==> src/rtl/seg_display_scheduler_pkg.sv <==
// Shared FSM encoding, anode patterns and source tags for the 7-segment display scheduler.
// Pure declarations: no latency, no flow control.
// Consumers import with seg_display_scheduler_pkg::*.
package seg_display_scheduler_pkg;

    typedef enum logic [1:0] {
        ST_IDLE     = 2'd0,
        ST_SHOW_WB  = 2'd1,
        ST_SHOW_DBG = 2'd2
    } state_t;

    localparam logic [3:0] AN_DIG0 = 4'b1110;
    localparam logic [3:0] AN_DIG1 = 4'b1101;
    localparam logic [3:0] AN_DIG2 = 4'b1011;
    localparam logic [3:0] AN_DIG3 = 4'b0111;

    localparam logic SRC_WB  = 1'b0;
    localparam logic SRC_DBG = 1'b1;

    function automatic logic [3:0] anode_for(input logic [1:0] idx);
        logic [3:0] an;
        case (idx)
            2'd0:    an = AN_DIG0;
            2'd1:    an = AN_DIG1;
            2'd2:    an = AN_DIG2;
            default: an = AN_DIG3;
        endcase
        return an;
    endfunction

endpackage

==> src/rtl/digit_scan_timer.sv <==
// Free-running digit multiplexer: each digit is lit for REFRESH_DIV cycles, index wraps 3 -> 0.
// enable_o is registered and always matches idx_o in the same cycle.
// No backpressure: runs unconditionally, independent of what is being displayed.
module digit_scan_timer
    import seg_display_scheduler_pkg::*;
#(
    parameter int REFRESH_DIV = 4
) (
    input  logic       clk_i,
    input  logic       reset_i,
    output logic [1:0] idx_o,
    output logic [3:0] enable_o
);

    localparam int DW = $clog2(REFRESH_DIV);
    localparam logic [DW-1:0] DIV_LAST = DW'(REFRESH_DIV - 1);

    logic [DW-1:0] div_q, div_d;
    logic [1:0]    idx_q, idx_d;
    logic [3:0]    enable_q;

    always_comb begin
        div_d = div_q + DW'(1);
        idx_d = idx_q;
        if (div_q == DIV_LAST) begin
            div_d = '0;
            idx_d = idx_q + 2'd1;
        end
    end

    // Anode pattern is computed from the next index so it never lags idx_q.
    always_ff @(posedge clk_i) begin
        if (reset_i) begin
            div_q    <= '0;
            idx_q    <= 2'd0;
            enable_q <= AN_DIG0;
        end else begin
            div_q    <= div_d;
            idx_q    <= idx_d;
            enable_q <= anode_for(idx_d);
        end
    end

    assign idx_o    = idx_q;
    assign enable_o = enable_q;

endmodule

==> src/rtl/seg_display_scheduler.sv <==
// Arbitrates writeback vs debug values onto a 4-digit display and holds each for HOLD_CYCLES.
// Latency: a latched value appears on shown_data/digit_nibble one cycle after acceptance.
// Writeback is never stalled; debug is backpressured via dbg_ready while a hold window runs.
module seg_display_scheduler
    import seg_display_scheduler_pkg::*;
#(
    parameter int REFRESH_DIV = 4,
    parameter int HOLD_CYCLES = 16
) (
    input  logic        internal_clk,
    input  logic        reset,
    input  logic        wb_valid,
    input  logic [15:0] wb_data,
    input  logic        dbg_valid,
    input  logic [15:0] dbg_data,
    output logic        dbg_ready,
    output logic [15:0] shown_data,
    output logic        shown_src,
    output logic [3:0]  digit_nibble,
    output logic [3:0]  enable,
    output logic        busy
);

    localparam int HW = $clog2(HOLD_CYCLES);
    localparam logic [HW-1:0] HOLD_LAST = HW'(HOLD_CYCLES - 1);

    state_t        state_q;
    logic [HW-1:0] hold_q;
    logic [15:0]   shown_data_q;
    logic          shown_src_q;
    logic          busy_q;
    logic [1:0]    scan_idx;

    assign dbg_ready = (state_q == ST_IDLE) && !wb_valid;

    // Writeback preempts any state; only an idle display admits a debug value.
    always_ff @(posedge internal_clk) begin
        if (reset) begin
            state_q      <= ST_IDLE;
            hold_q       <= '0;
            shown_data_q <= 16'h0000;
            shown_src_q  <= SRC_WB;
            busy_q       <= 1'b0;
        end else if (wb_valid) begin
            state_q      <= ST_SHOW_WB;
            hold_q       <= HOLD_LAST;
            shown_data_q <= wb_data;
            shown_src_q  <= SRC_WB;
            busy_q       <= 1'b1;
        end else begin
            case (state_q)
                ST_IDLE: begin
                    if (dbg_valid && dbg_ready) begin
                        state_q      <= ST_SHOW_DBG;
                        hold_q       <= HOLD_LAST;
                        shown_data_q <= dbg_data;
                        shown_src_q  <= SRC_DBG;
                        busy_q       <= 1'b1;
                    end
                end
                ST_SHOW_WB, ST_SHOW_DBG: begin
                    if (hold_q == '0) begin
                        state_q <= ST_IDLE;
                        busy_q  <= 1'b0;
                    end else begin
                        hold_q <= hold_q - HW'(1);
                    end
                end
                default: begin
                    state_q <= ST_IDLE;
                    hold_q  <= '0;
                    busy_q  <= 1'b0;
                end
            endcase
        end
    end

    digit_scan_timer #(
        .REFRESH_DIV(REFRESH_DIV)
    ) u_scan (
        .clk_i   (internal_clk),
        .reset_i (reset),
        .idx_o   (scan_idx),
        .enable_o(enable)
    );

    assign shown_data   = shown_data_q;
    assign shown_src    = shown_src_q;
    assign busy         = busy_q;
    assign digit_nibble = shown_data_q[{scan_idx, 2'b00} +: 4];

endmodule
==> config.mk <==
export PLATFORM = sky130hd
export DESIGN_NAME = seg_display_scheduler
export DESIGN_NICKNAME = d
export VERILOG_FILES = /design/src/rtl/seg_display_scheduler_pkg.sv /design/src/rtl/digit_scan_timer.sv /design/src/rtl/seg_display_scheduler.sv
export SDC_FILE = /design/constraint.sdc
export NUM_CORES = 1
export LEC_CHECK = 0
export ABC_CLOCK_PERIOD_IN_PS = 1850
export BUFFER_PORTS_ARGS = -buffer_cell sky130_fd_sc_hd__buf_2
export CORE_UTILIZATION = 47
export DETAILED_ROUTE_END_ITERATION = 7
export PLACE_DENSITY = 0.78
export SYNTH_ARGS = -nofsm -noshare
export SYNTH_HDL_FRONTEND = slang
export SYNTH_SLANG_ARGS = --single-unit
==> constraint.sdc <==
create_clock -name internal_clk -period 1.85 [get_ports internal_clk]
set_input_delay 0 -clock internal_clk [delete_from_list [all_inputs] [get_ports internal_clk]]
set_output_delay 0 -clock internal_clk [all_outputs]
set_load 0.02 [all_outputs]
==> impl_results.md <==
- Result of the run: finished, final reports clean
- Relative slew slack: 0.604
- Global-route usage over all layers: 0.232
- Peak supply drop: 469 uV
- Startpoint of the most critical hold path: wb_data[1]
- Cell Chain, Critical Path: inv_1 > ha_1 > nand4bb_1 > a31oi_1 > o32ai_1
- Slowest cell on the critical path: sky130_fd_sc_hd__a31oi_1
- Worst min path class: input pin to register
- Portion of the post-synthesis area used by sequential elements: 0.422
- Global-route wire length before repair: 6020 um
- Post-synthesis share of cell area spent on xor and xnor gates: 0.0115
- Critical Path End Type: register
- Area of all placed cells without fillers: 2040 um^2
- Maximum fanout along the worst path: 8
- Placement row count: 20
- Net Count, Synth: 189
- Share of post-route cells with drive strength above 1: 0.353
- Number of cells produced by synthesis: 149
- GP Congestion: 0.784
- Seq cells post-synth: 32
- Critical path class: register to register
- Vias in the first global route: 1,466
- Skew-Pair Late Insertion Delay: 0.33 ns
- Fraction of synthesized cell area taken by the top area cell type: 0.422
- Setup Buffers After CTS: 0
- Yosys Warn Count: 0
- Detail Route Antenna Nets: 0
- Std-Cell Core Area: 3050 um^2
- Post-placement cell area: 1830 um^2
- Clock sink total: 32
- CTS tree: done
- Largest net degree at the start of global routing: 33
- Max Root-Sink Buffers: 2
- Final core occ: 0.669
- Die Y: 58.8 um
- Max Fclk: 582 MHz
- Max-cap viol count: 0
- Arithmetic-cell share of the synthesized area counting full adders, half adders and majority gates: 0.0330
- Share of the synthesized area in compound gates (AO/OA/AOI/OAI): 0.183
- Number of buffer cells added on primary ports: 62
- Final worst clock skew: 0.00917 ns
- Fraction of synthesized area in multiplexers: 0.165
- Simple-gate share of the synthesized area: 0.127
- Horiz. Die Dim: 58.8 um
- Number of hold-slack violations in the final timing report: 0
- Static Leak: 0.955 nW
- Final total negative setup slack: 0 ns
- Transition time of the tightest slew-check pin: 0.593 ns
- Final max-slew violation count: 0
- Minimum clock period: 1.72 ns
- Average cell area after synthesis: 10.2 um^2
- H-tree level count: 2
- Detailed-route vias per instance: 5.26
- Total standard cell area after synthesis: 1520 um^2
- Crit Reg-Reg Endpoint: hold_q[0]
- First element of the critical path: state_q[1]
- Die outline area: 3460 um^2
- Final global-route overflow total: 0
- Path depth of the worst reg2reg path: 5
- Post-route fraction of the period consumed by the critical path: 0.928
- Data required time at the worst endpoint: 2.05 ns
- Iteration-0 DRC Markers: 43
- Data arrival time of the critical path: 1.92 ns
- # nets final: 263
- Setup-violating endpoint count in the final report: 0
- Reg-to-reg startpoint: state_q[1]
- Total number of vias: 1,410
- I/O pins: 63
- Effective utilization at floorplan: 0.497
- Avg WL per Cell: 13.6 um
- Register-to-register setup slack: 0.13 ns
- Dpl hpwl: 2490 um
- Clock-pin slew on the worst setup and hold paths: 0.11 ns
- Root Driver: sky130_fd_sc_hd__clkbuf_4
- Cell Pwr Density: 861 nW/um^2
- # DRC: 0
- Antenna violations before repair: 0
- Unique masters post-synth: 33
- Maximum single-stage delay on the critical path: 0.42 ns
- Unrepaired setup endpoints after global routing: no
- Synth-to-layout area growth: 34.5%
- Final worst setup slack: 0.133 ns
- Type of element launching the critical path: register
- Total routed wirelength: 3640 um
- Total clock buffers created by CTS: 5
- Worst slack at placement: 0.161 ns
- Termination of the worst setup path: hold_q[0]
- Library cell with the largest summed area after synthesis: sky130_fd_sc_hd__dfxtp_1
- Dominant combinational cell family by area after synthesis: compound AO/OA/AOI/OAI gates
- Ant diodes: 0
- Drt pass-1 iters: 4
- Largest cells by area after synthesis: sky130_fd_sc_hd__dfxtp_1 (42%), sky130_fd_sc_hd__mux2i_1 (11%), sky130_fd_sc_hd__a211oi_1 (8.4%)
==> kinds of logic (layout without fill, tap and decap cells) <==
| family | count (synthesis) | count (layout) |
|---|---|---|
| mux | 20 | 20 |
| simple gates | 40 | 40 |
| fa+ha+maj | 4 | 4 |
| buf+inv | 15 | 90 |
| xor+xnor | 2 | 2 |
| compound gates | 36 | 36 |
| flops | 32 | 32 |
==> synthesized netlist by cell type <==
cell type                   number
sky130_fd_sc_hd__a21bo_2         1
sky130_fd_sc_hd__o31a_1          1
sky130_fd_sc_hd__a221oi_1        3
sky130_fd_sc_hd__nand3b_1        1
sky130_fd_sc_hd__xor2_1          1
sky130_fd_sc_hd__nor2b_1         2
sky130_fd_sc_hd__xnor2_1         1
sky130_fd_sc_hd__a31oi_1         2
sky130_fd_sc_hd__nand2b_1        3
sky130_fd_sc_hd__a211oi_1       17
sky130_fd_sc_hd__nand2_1         6
sky130_fd_sc_hd__a2111oi_2       1
sky130_fd_sc_hd__clkbuf_1        3
sky130_fd_sc_hd__o21ai_0         1
sky130_fd_sc_hd__or3b_4          1
sky130_fd_sc_hd__mux4_2          4
sky130_fd_sc_hd__nor3_1          2
sky130_fd_sc_hd__inv_1           5
sky130_fd_sc_hd__nand4bb_1       1
sky130_fd_sc_hd__a21o_1          4
sky130_fd_sc_hd__a21bo_1         1
sky130_fd_sc_hd__o32ai_1         2
sky130_fd_sc_hd__mux2i_1        16
sky130_fd_sc_hd__dfxtp_1        32
sky130_fd_sc_hd__ha_1            4
sky130_fd_sc_hd__nor3b_1         1
sky130_fd_sc_hd__a21oi_1         3
sky130_fd_sc_hd__nor2_1         21
sky130_fd_sc_hd__nor4_1          1
sky130_fd_sc_hd__clkbuf_8        2
sky130_fd_sc_hd__buf_6           1
sky130_fd_sc_hd__or3_1           1
sky130_fd_sc_hd__buf_2           4
==> registers in the layout (all words and copies together), names as in the netlist <==
register	cells
u_scan.enable_o	4
shown_src	1
busy	1
u_scan.idx_o	2
u_scan.div_q	2
shown_data	16
state_q	2
hold_q	4
==> cell usage in the layout, fill, tap and decap left out, drive strengths merged <==
master,n
a2111oi,1
a211oi,17
a21bo,2
a21o,4
a21oi,3
a221oi,3
a31oi,2
buf,64
bufinv,1
clkbuf,5
clkinv,1
clkinvlp,1
dfxtp,32
dlygate4sd3,13
ha,4
inv,5
mux2i,16
mux4,4
nand2,6
nand2b,3
nand3b,1
nand4bb,1
nor2,21
nor2b,2
nor3,2
nor3b,1
nor4,1
o21ai,1
o31a,1
o32ai,2
or3,1
or3b,1
xnor2,1
xor2,1
==> per-stage QoR <==
stage               power [mW]  cells  hold WS [ns]
floorplan                 1.09    149         0.102
global placement          1.20    247         0.336
detailed placement        1.22    247         0.338
CTS                       1.77    268       0.00102
global route              1.84    268        0.0122
finish                    1.76    268        0.0144
==> where the power goes <==
group	internal [mW]	total, mW	switching (mW)
clock	0.282	0.529	0.248
combinational	0.196	0.423	0.227
sequential	0.752	0.807	0.0541
==> worst min path at each step <==
stage                         end  cells past startpoint
2_1_floorplan  u_scan.enable_o[1]                      1
3_3_place_gp       shown_data[11]                      3
3_5_place_dp           state_q[1]                      2
4_1_cts             shown_data[3]                      3
5_1_grt            shown_data[13]                      3
6_report            shown_data[1]                      3
==> routing by layer <==
metal,routed length [um],global-route usage
met1,1450,0.244
met2,1950,0.419
met3,201,0.0527
met4,38,0.136
met5,0,0
==> layout make-up <==
| cell class | count | area, um^2 |
|---|---|---|
| Fill cell | 271 | 1010 |
| Multi-Input combinational cell | 102 | 788 |
| Sequential cell | 32 | 641 |
| Timing Repair Buffer | 77 | 459 |
| Tap cell | 44 | 55.1 |
| Clock inverter | 3 | 42.5 |
| Clock buffer | 5 | 37.5 |
| Inverter | 5 | 18.8 |
==> repair_timing <==
| action | in CTS | in global routing |
|---|---|---|
| hold buffers | 13 | 0 |
| gates resized for setup | 0 | 1 |
| endpoints found under the setup margin | 0 | 1 |
| hold endpoints to repair | 10 | 0 |
==> critical path: cells and delay by family, from the launching register on <==
family	cells	cell delay, ns
buffers and inverters	1	0.07
adder cells (fa/ha/maj)	1	0.41
AND/OR/NAND/NOR	1	0.18
AO/OA/AOI/OAI	2	0.57
flip-flops	1	0.36
(Power assumes the default switching activity.)
